## src/rtl/regfile_write_arbiter_pkg.sv

```systemverilog
// Shared widths, fixed destination registers and arbiter state encoding
// for the register-file write-port arbiter.
package regfile_write_arbiter_pkg;

  localparam int DATA_W = 32;
  localparam int ADDR_W = 5;
  localparam int BYTE_W = 8;
  localparam int AGE_W  = 4;

  localparam logic [ADDR_W-1:0] K0_REG    = 5'd26;
  localparam logic [ADDR_W-1:0] UART_REG0 = 5'd4;
  localparam logic [ADDR_W-1:0] UART_REG1 = 5'd5;

  typedef enum logic [1:0] {
    IDLE  = 2'd0,
    WAIT  = 2'd1,
    FORCE = 2'd2
  } arb_state_e;

  function automatic logic [ADDR_W-1:0] uart_dest(input logic flag);
    return flag ? UART_REG1 : UART_REG0;
  endfunction

  function automatic logic [DATA_W-1:0] uart_word(input logic [BYTE_W-1:0] b);
    return {{(DATA_W-BYTE_W){1'b0}}, b};
  endfunction

endpackage

```

## src/rtl/regfile_write_arbiter_wr_buffer.sv

```systemverilog
// Single-entry write buffer. OVERWRITE=1 lets a new load replace a pending
// entry; OVERWRITE=0 drops it and sets a sticky overrun flag instead.
module regfile_write_arbiter_wr_buffer #(
  parameter int W         = 8,
  parameter bit OVERWRITE = 1'b0
) (
  input  logic         clk,
  input  logic         reset,
  input  logic         load,
  input  logic [W-1:0] load_data,
  input  logic         drain,
  output logic         valid,
  output logic         valid_next,
  output logic [W-1:0] data,
  output logic         overrun
);

  logic         valid_r, valid_next_s;
  logic [W-1:0] data_r, data_next_s;
  logic         overrun_r, overrun_next_s;

  // Next entry state: a drain in the same cycle frees the slot for a load
  always_comb begin
    valid_next_s   = valid_r;
    data_next_s    = data_r;
    overrun_next_s = overrun_r;
    if (load) begin
      if (OVERWRITE || !valid_r || drain) begin
        valid_next_s = 1'b1;
        data_next_s  = load_data;
      end else begin
        overrun_next_s = 1'b1;
      end
    end else if (drain) begin
      valid_next_s = 1'b0;
    end else begin
      valid_next_s = valid_r;
    end
  end

  // Entry registers
  always_ff @(posedge clk or posedge reset) begin
    if (reset) begin
      valid_r   <= 1'b0;
      data_r    <= {W{1'b0}};
      overrun_r <= 1'b0;
    end else begin
      valid_r   <= valid_next_s;
      data_r    <= data_next_s;
      overrun_r <= overrun_next_s;
    end
  end

  assign valid      = valid_r;
  assign valid_next = valid_next_s;
  assign data       = data_r;
  assign overrun    = overrun_r;

endmodule

```

## src/rtl/regfile_write_arbiter.sv

```systemverilog
// Register-file write-port arbiter: WB passes straight through, exception PC
// saves and UART bytes are buffered and drained in WB idle slots.
module regfile_write_arbiter
  import regfile_write_arbiter_pkg::*;
#(
  parameter int unsigned STARVE_MAX = 4
) (
  input  logic              clk,
  input  logic              reset,
  input  logic              wb_we,
  input  logic [ADDR_W-1:0] wb_addr,
  input  logic [DATA_W-1:0] wb_data,
  input  logic              exc_req,
  input  logic [DATA_W-1:0] exc_data,
  input  logic              uart_valid,
  input  logic              uart_flag,
  input  logic [BYTE_W-1:0] uart_data,
  output logic              rf_we,
  output logic [ADDR_W-1:0] rf_addr,
  output logic [DATA_W-1:0] rf_data,
  output logic              pipe_stall,
  output logic              exc_pending,
  output logic              uart_overrun
);

  logic              wb_grant_s, exc_grant_s, uart_grant_s;
  logic              exc_valid_s, exc_valid_next_s, exc_overrun_unused_s;
  logic [DATA_W-1:0] exc_data_s;
  logic              uart_valid_s, uart_valid_next_s, uart_overrun_s;
  logic [BYTE_W:0]   uart_entry_s;
  logic              buf_grant_s, buf_valid_s, buf_valid_next_s;
  arb_state_e        state_r, state_next_s;
  logic [AGE_W-1:0]  age_r, age_next_s, age_inc_s;
  logic              pipe_stall_r;

  // A WB write to $zero is discarded and leaves the slot free for a buffer
  assign wb_grant_s   = wb_we && (wb_addr != {ADDR_W{1'b0}});
  assign exc_grant_s  = !wb_grant_s && exc_valid_s;
  assign uart_grant_s = !wb_grant_s && !exc_valid_s && uart_valid_s;

  regfile_write_arbiter_wr_buffer #(
    .W         (DATA_W),
    .OVERWRITE (1'b1)
  ) u_exc_buf (
    .clk        (clk),
    .reset      (reset),
    .load       (exc_req),
    .load_data  (exc_data),
    .drain      (exc_grant_s),
    .valid      (exc_valid_s),
    .valid_next (exc_valid_next_s),
    .data       (exc_data_s),
    .overrun    (exc_overrun_unused_s)
  );

  regfile_write_arbiter_wr_buffer #(
    .W         (BYTE_W + 1),
    .OVERWRITE (1'b0)
  ) u_uart_buf (
    .clk        (clk),
    .reset      (reset),
    .load       (uart_valid),
    .load_data  ({uart_flag, uart_data}),
    .drain      (uart_grant_s),
    .valid      (uart_valid_s),
    .valid_next (uart_valid_next_s),
    .data       (uart_entry_s),
    .overrun    (uart_overrun_s)
  );

  assign buf_grant_s      = exc_grant_s || uart_grant_s;
  assign buf_valid_s      = exc_valid_s || uart_valid_s;
  assign buf_valid_next_s = exc_valid_next_s || uart_valid_next_s;
  assign age_inc_s        = age_r + AGE_W'(1'b1);

  // Write-port mux in fixed priority WB > exception > UART
  always_comb begin
    rf_we   = 1'b0;
    rf_addr = {ADDR_W{1'b0}};
    rf_data = {DATA_W{1'b0}};
    if (wb_grant_s) begin
      rf_we   = 1'b1;
      rf_addr = wb_addr;
      rf_data = wb_data;
    end else if (exc_valid_s) begin
      rf_we   = 1'b1;
      rf_addr = K0_REG;
      rf_data = exc_data_s;
    end else if (uart_valid_s) begin
      rf_we   = 1'b1;
      rf_addr = uart_dest(uart_entry_s[BYTE_W]);
      rf_data = uart_word(uart_entry_s[BYTE_W-1:0]);
    end else begin
      rf_we   = 1'b0;
    end
  end

  // Starvation FSM; transitions look at buffer occupancy after this edge
  always_comb begin
    state_next_s = state_r;
    age_next_s   = age_r;
    case (state_r)
      IDLE: begin
        age_next_s = {AGE_W{1'b0}};
        if (buf_valid_next_s) begin
          state_next_s = WAIT;
        end else begin
          state_next_s = IDLE;
        end
      end
      WAIT: begin
        if (!buf_valid_next_s) begin
          state_next_s = IDLE;
          age_next_s   = {AGE_W{1'b0}};
        end else if (buf_grant_s) begin
          age_next_s   = {AGE_W{1'b0}};
        end else if (buf_valid_s) begin
          age_next_s = age_inc_s;
          if (age_inc_s >= AGE_W'(STARVE_MAX)) begin
            state_next_s = FORCE;
          end else begin
            state_next_s = WAIT;
          end
        end else begin
          age_next_s = age_r;
        end
      end
      FORCE: begin
        if (!buf_valid_next_s) begin
          state_next_s = IDLE;
          age_next_s   = {AGE_W{1'b0}};
        end else if (buf_grant_s) begin
          age_next_s   = {AGE_W{1'b0}};
        end else begin
          age_next_s   = age_r;
        end
      end
      default: begin
        state_next_s = IDLE;
        age_next_s   = {AGE_W{1'b0}};
      end
    endcase
  end

  // State, age and stall registers
  always_ff @(posedge clk or posedge reset) begin
    if (reset) begin
      state_r      <= IDLE;
      age_r        <= {AGE_W{1'b0}};
      pipe_stall_r <= 1'b0;
    end else begin
      state_r      <= state_next_s;
      age_r        <= age_next_s;
      pipe_stall_r <= (state_next_s == FORCE);
    end
  end

  assign pipe_stall   = pipe_stall_r;
  assign exc_pending  = exc_valid_s;
  assign uart_overrun = uart_overrun_s;

endmodule

```

## config.mk

```make
export PLATFORM = sky130hd
export DESIGN_NAME = regfile_write_arbiter
export DESIGN_NICKNAME = d
export VERILOG_FILES = /design/src/rtl/regfile_write_arbiter_pkg.sv /design/src/rtl/regfile_write_arbiter_wr_buffer.sv /design/src/rtl/regfile_write_arbiter.sv
export SDC_FILE = /design/constraint.sdc
export NUM_CORES = 1
export LEC_CHECK = 0
export ABC_AREA = 1
export BUFFER_PORTS_ARGS = -buffer_cell sky130_fd_sc_hd__buf_4
export CAP_MARGIN = 15
export CORE_AREA = 2 2 93 95
export DETAILED_ROUTE_END_ITERATION = 16
export DIE_AREA = 0 0 95 97
export GPL_ROUTABILITY_DRIVEN = 0
export PLACE_DENSITY_LB_ADDON = 0.08
export SYNTH_ARGS = -nofsm -noshare
export SYNTH_HDL_FRONTEND = slang
export SYNTH_HIERARCHICAL = 1
export SYNTH_SLANG_ARGS = --single-unit
```

## constraint.sdc

```tcl
create_clock -name clk -period 2.15 [get_ports clk]
set_clock_uncertainty 0.2 [all_clocks]
set_input_delay 0.1075 -clock clk [delete_from_list [all_inputs] [get_ports clk]]
set_output_delay 0.1075 -clock clk [all_outputs]
set_load 0.03 [all_outputs]
```

# After elaboration in Yosys (flattened, before gate mapping)
# Cells that the tools add are included.
# totals
register_bits,51
in_bits,83
output_inout_bits,41
word_cells,60
# op_classes
add_sub_neg,1
n_lt_le_gt_ge,1
eq_ne,5
muxes,28
bitwise,1
n_reduce_logical,16
# ops
op,n
$mux W32,2
$mux W4,5
$mux W1,10
$mux W2,5
$mux W5,2
$mux W8,1
$pmux W4 S2,1
$pmux W2 S3,1
$reduce_and A2 Y1,3
$reduce_bool A5 Y1,1
$add A4 B1 Y4 const B,1
$eq A2 B2 Y1 const B,2
$ge A4 B3 Y1 const B,1
$logic_and A1 B1 Y1,4
$logic_or A1 B1 Y1,4
$ne A4 B4 Y1 const B,1
$logic_not A1 Y1,3
$mux W3,1
$ne A3 B3 Y1 const B,1
$eq A2 B1 Y1 const B,1
$logic_not A2 Y1,1
$not A1 Y1,1

# Depth between registers and ports, before layout
# logic_depth
ltp_word,12
ltp_mapped,16
depth_no_buf,15

# Modules after synthesis
# Netlist, hierarchy kept.
# modules_own_cells
module,n_inst,cells_each,area_per_inst_um2,seq_area_each_um2
regfile_write_arbiter_wr_buffer (u_exc_buf),1,143,1341.3,825.8
regfile_write_arbiter,1,196,1032.2,175.2
regfile_write_arbiter_wr_buffer (u_uart_buf),1,47,449.2,275.3

# Worst setup path after synthesis
# OpenSTA, ideal clock, no wires.
# synth_timing
path_kind,register to register
from,"reg u_exc_buf.valid_r, in the netlist u_exc_buf/valid"
to,reg age_r[1]
setup_ns,0.120
arrival_ns,1.929
required_time_ns,1.830
setup_slack_ns,-0.099
stages_incl_launch_ff,17
path_buffers,1
synth_period_minus_slack_ns,2.249
path_cell_list,dfrtp_1 -> inv_1 -> nand2_1 -> inv_1 -> nand2_1 -> clkinv_1 -> inv_1 -> nand2_2 -> buf_6 -> nand2_1 -> nor2_1 -> nor2_1 -> nand2_1 -> nand2_1 -> inv_1 -> nor2_1 -> nor2_1
# synth_between
elab_chain_cells,9
elab_cells_between_ends,20
classes_between,2 x eq/ne; 9 x mux; 9 x reduce/logical
# synth_rtl
element,line,rtl
start: declaration,regfile_write_arbiter_wr_buffer.sv:18,"logic valid_r, valid_next_s;"
start signal: assignment,regfile_write_arbiter_wr_buffer.sv:48,valid_r <= valid_next_s;
$logic_not A1 Y1 *,regfile_write_arbiter.sv:39,assign uart_grant_s = !wb_grant_s && !exc_valid_s && uart_valid_s;
$logic_and A1 B1 Y1 * (2 in series),regfile_write_arbiter.sv:39,
named net uart_grant_s,regfile_write_arbiter.sv:26,"logic wb_grant_s, exc_grant_s, uart_grant_s;"
$logic_or A1 B1 Y1,regfile_write_arbiter_wr_buffer.sv:28,if (OVERWRITE || !valid_r || drain) begin
$mux W1,regfile_write_arbiter_wr_buffer.sv:28,
$mux W1 *,regfile_write_arbiter_wr_buffer.sv:27,if (load) begin
named net uart_valid_next_s,regfile_write_arbiter.sv:29,"logic uart_valid_s, uart_valid_next_s, uart_overrun_s;"
$logic_or A1 B1 Y1 *,regfile_write_arbiter.sv:73,assign buf_valid_next_s = exc_valid_next_s || uart_valid_next_s;
"$ne A4 B4 Y1 (no source line), or another cell as far along",--,
$reduce_and A2 Y1 (no source line) / $pmux W4 S2 (equally long branches),--,
end signal: assignment,regfile_write_arbiter.sv:149,age_r <= {AGE_W{1'b0}};
end signal: assignment,regfile_write_arbiter.sv:153,age_r <= age_next_s;
end: declaration,regfile_write_arbiter.sv:33,"logic [AGE_W-1:0] age_r, age_next_s, age_inc_s;"
# Mark *: on every way through the listed nets, which the timed path passes. The rest lies on a longest branch.
# A chain may end at the register's enable or synchronous reset.

# Final worst setup path
# layout_timing
from,"reg u_exc_buf.valid_r, in the netlist u_exc_buf/valid"
to,"reg u_uart_buf.data_r[1], in the netlist u_uart_buf/data[1]"
# layout_between
elab_chain_cells,5
# layout_rtl
element,line,rtl
$logic_not A1 Y1,regfile_write_arbiter.sv:39,
$logic_and A1 B1 Y1 (2 in series),regfile_write_arbiter.sv:39,
named net uart_grant_s,regfile_write_arbiter.sv:26,
$logic_or A1 B1 Y1,regfile_write_arbiter_wr_buffer.sv:28,
$reduce_and A2 Y1 (no source line),--,
end signal: assignment,regfile_write_arbiter_wr_buffer.sv:45,data_r <= {W{1'b0}};
end signal: assignment,regfile_write_arbiter_wr_buffer.sv:49,data_r <= data_next_s;
end: declaration,regfile_write_arbiter_wr_buffer.sv:19,"logic [W-1:0] data_r, data_next_s;"
# The timed path passes the listed nets, and every way through them passes these cells.

==> impl_results.md <==
* Mapped Nets at 468
* Share of cells above drive strength 1 at 0.269
* Peak VDD IR at 0.000267 V
* Comb pwr share at 0.368
* CTS tree: done
* Crit start category: flip-flop
* Final-report hold violation count at 0
* First-pass GRT wire length at 14300 µm
* Max_cap viols at 0
* Buf/Inv on CP at 6
* 1st-pass router iterations at 4
* Leakage power at 2.56 nW
* Mapped Cells at 384
* Area Overhead vs Synth at 66.3%
* Met1 global-route usage at 0.252
* Vias at 3144
* Crit Reg-Reg Endpoint: u_uart_buf/data[1]
* Synth warn at 6
* Final Cell Area at 0.00468 mm²
* Placed insts at 600
* Slowest-stage cell, CP: dlygate4sd3_1
* Net Sw Frac at 0.339
* H-tree depth at 2
* RSZ-0062 raised after global routing: false
* Die Width at 95 µm
* Post-DP Area at 0.00374 mm²
* Clock latency at the later pin of the worst-skew pair at 0.30 ns
* Fmax achieved at 496 MHz
* Port Buffers at 123
* Die ar. at 0.00922 mm²
* Gr usage total at 0.192
* CTS Buf Count at 5
* DP Worst Slack at 0.212 ns
* Vias in the first global route at 3090
* DR iter-0 viols at 61
* Slew @ Worst Pin at 0.459 ns
* Ant. Diodes at 0
* Clock Tree Buf Depth at 2
* Setup Total Neg Slack at 0 ns
* Critical path class: flip-flop to flip-flop
* Data required, critical path at 2.15 ns
* Vias per inst at 4.54
* Drt wl/cell at 12.4 µm
* Final Max Slew Viols at 0
* Detailed Place HPWL at 5720 µm
* Hold Crit Endpoint: state_r[0]
* Fillers at 795
* Power Density at 582 mW/mm²
* Setup violators final at 0
* Worst R2R Path Depth at 11
* Grt met3 use at 0.0304
* Reg clk slew, reported paths at 0.09 ns
* Max FO, Critical Path at 11
* Gr busiest metal: met2
* Final WL at 8580 µm
* Sequential fraction of design power at 0.438
* GR Util met2 at 0.329
* Die height at 97 µm
* Residual DRC at 0
* P_int at 1.80 mW
* Worst-path cell chain: inv_1, nand2_1, inv_1, nand2_1, clkinv_1, inv_1, nand2_2, buf_4, nand3_1, dlygate4sd3_1, nand2_1
* Final min period at 2.02 ns
* Non-Filler Instances at 693
* Synthesized cell area at 0.00281 mm²
* Antenna violations before repair at 0
* Top Ports at 124
* Period utilization at 0.938
* Synthesized area per cell at 7.32 µm²
* Max_slew headroom at 0.694
* Grt ovf at 0
* Starting Density at 0.346
* CTS root buffer: clkbuf_8
* Status: completed
* Reg2reg start: u_exc_buf/valid
* Crit. End Element: flip-flop
* Hold path depth at 6
* Arrival @ worst endpoint at 2.01 ns
* Nets at 671
* Hold Crit Class: input port to flip-flop
* ANT nets after route at 0
* Largest net degree at the start of global routing at 36
* Core area at 0.00813 mm²
* Psw at 923 µW
* Slowest stage delay, CP at 0.55 ns
* Clock share of power at 0.194
* Clock sink count at 51
* Hold Startpoint: wb_we
* Worst setup margin at 0.133 ns
* R2R setup slack at 0.13 ns
* Delay-heaviest family, CP: buffers and inverters
* # rows at 33
-- metrics by stage --
stage	util	total power, mW	hold slack [ns]
after floorplan	-	1.74	-0.289
after global placement	0.460	2.05	-0.122
after detailed placement	0.460	2.06	-0.116
after CTS	0.575	2.75	0.0765
after global routing	0.575	2.91	0.110
final	0.575	2.72	0.0949
-- how the worst max path moves through the flow --
stage	startpoint	to	slack [ns]	cells after the start
6_report	u_exc_buf/valid	u_uart_buf/data[1]	0.13	11
5_1_grt	u_exc_buf/valid	u_uart_buf/data[4]	0.02	11
4_1_cts	u_exc_buf/valid	u_uart_buf/data[1]	0.13	11
3_5_place_dp	u_exc_buf/valid	age_r[1]	0.21	15
3_3_place_gp	u_exc_buf/valid	age_r[1]	0.32	15
2_1_floorplan	u_exc_buf/valid	age_r[1]	0.01	16
-- what timing repair did --
action | 4_1_cts | 5_1_grt
hold buffers | 85 | 0
setup buffers | 0 | 0
endpoints found under the setup margin | 0 | 2
hold endpoints to repair | 95 | 0
gates resized for setup | 0 | 1
-- power by group through the flow --
stage                     Clock [mW]  Sequential (mW)  Combinational [mW]
after CTS                      0.555             1.19                1.00
final                          0.528             1.19                1.00
after global placement             0             1.20               0.842
after detailed placement           0             1.21               0.849
after global routing           0.596             1.21                1.11
after floorplan                    0             1.20               0.541
-- metal layers --
layer  share of wire  vias to the layer above
li1                -                     1589
met1            0.44                     1466
met2            0.50                       82
met3           0.048                        7
met4          0.0094                        0
met5               0                        -
-- cell type report --
type / count / area [µm²] / share of cell area
clock inverters: 1 / 5.00 / 0.00107
well taps: 105 / 131 / 0.0281
clock buffers: 7 / 76.3 / 0.0163
repair buffers: 215 / 1830 / 0.391
flip-flops and latches: 51 / 1280 / 0.273
inverters: 23 / 98.8 / 0.0211
multi-input cells: 291 / 1260 / 0.269
-- sequential cells by signal, summed over array words and instances (netlist names) --
signal / cells
u_uart_buf/valid: 1
u_exc_buf/data: 32
age_r: 4
state_r: 2
u_uart_buf/data: 9
pipe_stall: 1
u_exc_buf/valid: 1
u_uart_buf/overrun: 1
-- cells in the final DEF, fill, tap and decap left out, types with 2 or more instances in the layout --
master,n
dlygate4sd3_1,85
nand4_1,2
nand2_1,196
buf_4,130
clkbuf_8,5
o21ai_0,3
inv_1,19
dfrtp_1,50
nand3_1,59
nor2_2,3
nand2_2,11
clkbuf_1,2
nor2_1,11
nand2_4,2
-- worst register-to-register path, stage by stage (launching register included) --
cell and delay (ns):
dfrtp_2 0.43, inv_1 0.06, nand2_1 0.05, inv_1 0.03
nand2_1 0.08, clkinv_1 0.08, inv_1 0.07, nand2_2 0.05
buf_4 0.18, nand3_1 0.08, dlygate4sd3_1 0.55, nand2_1 0.06
No activity file was read; power rests on OpenSTA's default activity.
